===== config.mk =====
export PLATFORM = sky130hd
export DESIGN_NAME = adder_subtractor
export DESIGN_NICKNAME = d
export VERILOG_FILES = /design/src/rtl/adder_subtractor.sv
export SDC_FILE = /design/constraint.sdc
export NUM_CORES = 1
export LEC_CHECK = 0
export ABC_CLOCK_PERIOD_IN_PS = 800
export CAP_MARGIN = 40
export CORE_MARGIN = 5
export CORE_UTILIZATION = 36
export DETAILED_ROUTE_END_ITERATION = 10
export GPL_ROUTABILITY_DRIVEN = 0
export PLACE_DENSITY = 0.74
export SLEW_MARGIN = 20
export SYNTH_ARGS = -nofsm -noshare
export SYNTH_HDL_FRONTEND = slang
export SYNTH_SLANG_ARGS = --single-unit

===== constraint.sdc =====
create_clock -name clk -period 0.8 [get_ports clk]
set_input_delay 0.08 -clock clk [delete_from_list [all_inputs] [get_ports clk]]
set_output_delay 0.08 -clock clk [all_outputs]
set_load 0.005 [all_outputs]

===== src/rtl/adder_subtractor.sv =====
// rtl/adder_subtractor.sv - N-bit two's-complement adder/subtractor with registered result
module adder_subtractor #(
    parameter int N = 8
) (
    input  logic         clk,
    input  logic         rst_n,
    input  logic         in_valid,
    input  logic [N-1:0] a,
    input  logic [N-1:0] b,
    input  logic         sub,
    output logic         out_valid,
    output logic [N-1:0] y,
    output logic         carry_out,
    output logic         overflow
);

    logic [N-1:0] b_eff;
    logic [N-1:0] s;
    logic [N:0]   c;

    logic [N-1:0] y_d,     y_q;
    logic         carry_d, carry_q;
    logic         ovf_d,   ovf_q;
    logic         valid_d, valid_q;

    // Subtraction reuses the adder: a - b == a + ~b + 1, with the +1 as carry-in.
    always_comb begin
        b_eff = b ^ {N{sub}};
        s     = '0;
        c     = '0;
        c[0]  = sub;
        for (int i = 0; i < N; i++) begin
            s[i]   = a[i] ^ b_eff[i] ^ c[i];
            c[i+1] = (a[i] & b_eff[i]) | (a[i] & c[i]) | (b_eff[i] & c[i]);
        end
    end

    // Result bits only move on accepted inputs, so idle operands never reach the outputs.
    always_comb begin
        valid_d = in_valid;
        y_d     = y_q;
        carry_d = carry_q;
        ovf_d   = ovf_q;
        if (in_valid) begin
            y_d     = s;
            carry_d = c[N];
            ovf_d   = c[N] ^ c[N-1];
        end
    end

    always_ff @(posedge clk or negedge rst_n) begin
        if (!rst_n) begin
            y_q     <= '0;
            carry_q <= 1'b0;
            ovf_q   <= 1'b0;
            valid_q <= 1'b0;
        end else begin
            y_q     <= y_d;
            carry_q <= carry_d;
            ovf_q   <= ovf_d;
            valid_q <= valid_d;
        end
    end

    assign out_valid = valid_q;
    assign y         = y_q;
    assign carry_out = carry_q;
    assign overflow  = ovf_q;

endmodule


==> summary.md, run 1 <==
| Metric | Value |
|---|---|
| Worst Skew | `0 ps` |
| Pwr per Cell Area | `about 1800 mW/mm^2` |
| Die Span X | `~54 microns` |
| Residual DRC count | `0` |
| Failing checks | `setup timing` |
| Post-DRT Antenna Nets | `0` |
| Average routed wire per standard cell | `about 12 microns` |
| Clk buf depth | `2` |
| GR Overflow Total | `0` |
| CP Data Arrival Time | `roughly 3100 ps` |
| Worst setup SP type | `input pin` |
| RSZ-0062 raised after global routing | `true` |
| Final wirelength | `roughly 1500 microns` |
| Class of the worst hold path | `input pin to asynchronous set/reset pin` |
| CP max stage cell | `fa_2` |
| Post-DR vias/cell | `4.075` |
| Layout cells sized above 1 | `between 50% and 60%` |
| Pleak | `roughly 0.00060 uW` |
| Overall routing resource usage | `between 10% and 20%` |
| CP most frequent cell | `fa_2` |
| Setup crit start | `b[0]` |
| Htree depth | `1` |
| Non-filler instance count after layout | `roughly 130` |
| Clock Root Buffer | `clkbuf_4` |
| Synth warnings | `0` |
| CTS tree | `built` |
| Post-DP HPWL | `between 1000 and 1500 microns` |
| Starting Density | `slightly below 40%` |
| Reg2reg start | `y[1]$_DFFE_PN0P_` |
| Final period utilization | `370.5%` |
| Die Y | `roughly 54 microns` |
| CTS Buf Count | `3` |
| Clock Sinks | `11` |
| Final setup margin | `-2164 ps` |
| Clk_lat worst skew | `roughly 250 ps` |
| Io pins | `31` |
| Post-Route Utilization | `67.23%` |
| CP delay by family, top | `adder cells` |
| Worst VDD drop | `between 1 and 1.5 mV` |
| Placed Instances | `around 120` |
| Post-Syn Instances | `53` |
| Vias in the first global route | `approximately 600` |
| Seq cells post-synth | `11` |
| CP Cell Sequence | `buf_6 > mux2_4 > fa_2 > inv_2 > fa_2 > fa_2 > fa_2 > fa_2 > fa_2 > inv_2 > fa_2 > mux2_4` |
| Row cnt | `15` |
| Setup CP Type | `input pin to flip-flop` |
| Initial antenna violation count | `0` |
| WP buf/inv | `3` |
| Place WS | `-2967 ps` |
| Post-synthesis cell area | `between 600 and 700 sq um` |
| Setup TNS | `-11690 ps` |
| Total inserted antenna cells | `0` |
| Port Buffer Count | `30` |
| Syn avg cell area | `between 10 and 15 sq um` |
| Placeable Area | `around 0.0018 sq mm` |
| Critical path data required time | `roughly 940 ps` |
| Drt first pass iters | `3` |
| Die area | `0.002873 sq mm` |
| Crit-path max cell delay | `~420 ps` |
| Largest net degree at the start of global routing | `12` |
| Slew margin rel. | `85.77%` |
| Final setup violation count | `20` |
| CP max FO | `2` |
| Hold Violations, Final | `0` |
| Drt first-iter violations | `1` |
| Global-route wire length before repair | `2628 microns` |
| F_max | `337.4 MHz` |
| Worst-path clk slew | `about 70 ps` |
| Outcome | `finished with violations` |
| Crit end category | `flip-flop` |
| Final worst path period need | `around 3000 ps` |
| Hold WS | `a little over 100 ps` |
| Post-synth cell types | `12` |
| Actual slew at the worst max-slew pin | `between 200 and 250 ps` |
| Synth Net Count | `80` |
| Count of final max-slew check failures | `0` |
| Synth-to-Final Area Change | `73.31%` |
| Hold-fix buffers, CTS | `0` |
| Max capacitance violation total | `0` |
| Vias | `~540` |
| Sequential area share after synthesis | `40.22%` |
| Nets | `between 100 and 150` |
==> final cells by class <==
type | instances | area (sq um)
fillers | 153 | 578.1
repair buffers | 53 | 426.7
multi-input cells | 28 | 381.6
flip-flops and latches | 11 | 275.3
inverters | 12 | 45.04
well taps | 25 | 31.28
clock buffers | 4 | 26.28
==> registers in the layout, indices dropped and copies added, names as in the netlist <==
signal,flops
y,8
carry_out,1
out_valid,1
overflow,1
==> timing repair <==
action | in CTS | in global routing
resized for setup | 72 | 5
setup buffers | 5 | 4
pin swaps | 8 | 8
endpoints found under the setup margin | 21 | 20
==> report_power, final <==
part           leakage [uW]  internal [uW]  switching [uW]
Clock             0.0000150            192             177
Combinational      0.000457            634             353
Sequential         0.000128            709            72.5
Total              0.000600           1540             603
==> worst register-to-register path, delay by kind of cell (launching register included) <==
kind                   cells  cell delay (ps)
muxes                      1              260
DFF                        1              370
buffers and inverters      2              250
==> path summary, 6_finish.rpt <==
| check | cells after the start | end | slack (ps) |
|---|---|---|---|
| setup / recovery | 12 | y[7]$_DFFE_PN0P_ | -2160 |
| hold / removal | 2 | out_valid$_DFF_PN0_ | 100 |
| setup reg to reg | 3 | y[1]$_DFFE_PN0P_ | -190 |
| hold reg to reg | 1 | overflow$_DFFE_PN0P_ | 510 |
| max in group asynchronous | 2 | y[2]$_DFFE_PN0P_ | 540 |
| min in group clk | 1 | out_valid$_DFF_PN0_ | 120 |
==> routing by layer <==
metal	wire length, microns	track usage, %
met5	0	0
met4	12	3.830
met3	120	4.432
met2	806	22.65
met1	605	15.03
==> layout by cell type (no fill, tap or decap), drive strengths merged <==
cell            n
dfrtp          11
mux2            5
dlymetal6s2s    1
inv            12
xor2            2
dlygate4sd2     3
a21oi           1
fa              7
buf            38
clkdlybuf4s50  11
nor2            1
clkbuf          4
xnor2           7
mux2i           5
==> cell families (layout without fill, tap and decap cells) <==
| logic type | after synthesis | after routing | synth area share (%) |
|---|---|---|---|
| buf+inv | 14 | 69 | 9.323 |
| flops | 11 | 11 | 40.22 |
| mux | 10 | 10 | 17.18 |
| xor+xnor | 9 | 9 | 11.52 |
| fa+ha+maj | 7 | 7 | 20.47 |
| compound gates | 1 | 1 | 0.7306 |
| simple gates | 1 | 1 | 0.5479 |
==> cell usage after synthesis <==
library cell,n,area share (%)
a21oi_1,1,0.73
mux2_4,3,6.6
xor2_1,2,2.6
nor2_1,1,0.55
buf_4,1,1.1
buf_6,1,1.6
inv_1,12,6.6
dfrtp_1,11,40
xnor2_1,7,9.0
mux2i_1,5,7.3
fa_1,7,20
mux2_2,2,3.3
==> per-stage QoR <==
stage / power [uW] / instance area, sq um
CTS: 2117 / 1155
floorplan: 1179 / 721.9
finish: 2138 / 1186
detailed placement: 1797 / 1135
global placement: 1754 / 1135
global route: 2332 / 1186
(Power assumes the default switching activity.)
==> inputs of run 2 (changes only) <==
--- a/config.mk
+++ b/config.mk
@@ -9,6 +9,7 @@
 export CAP_MARGIN = 40
 export CORE_MARGIN = 5
 export CORE_UTILIZATION = 36
+export CTS_CLUSTER_SIZE = 40
 export DETAILED_ROUTE_END_ITERATION = 10
 export GPL_ROUTABILITY_DRIVEN = 0
 export PLACE_DENSITY = 0.74
==> results of run 2 <==
No change in the layout: final DEF, timing and power equal those of run 1.
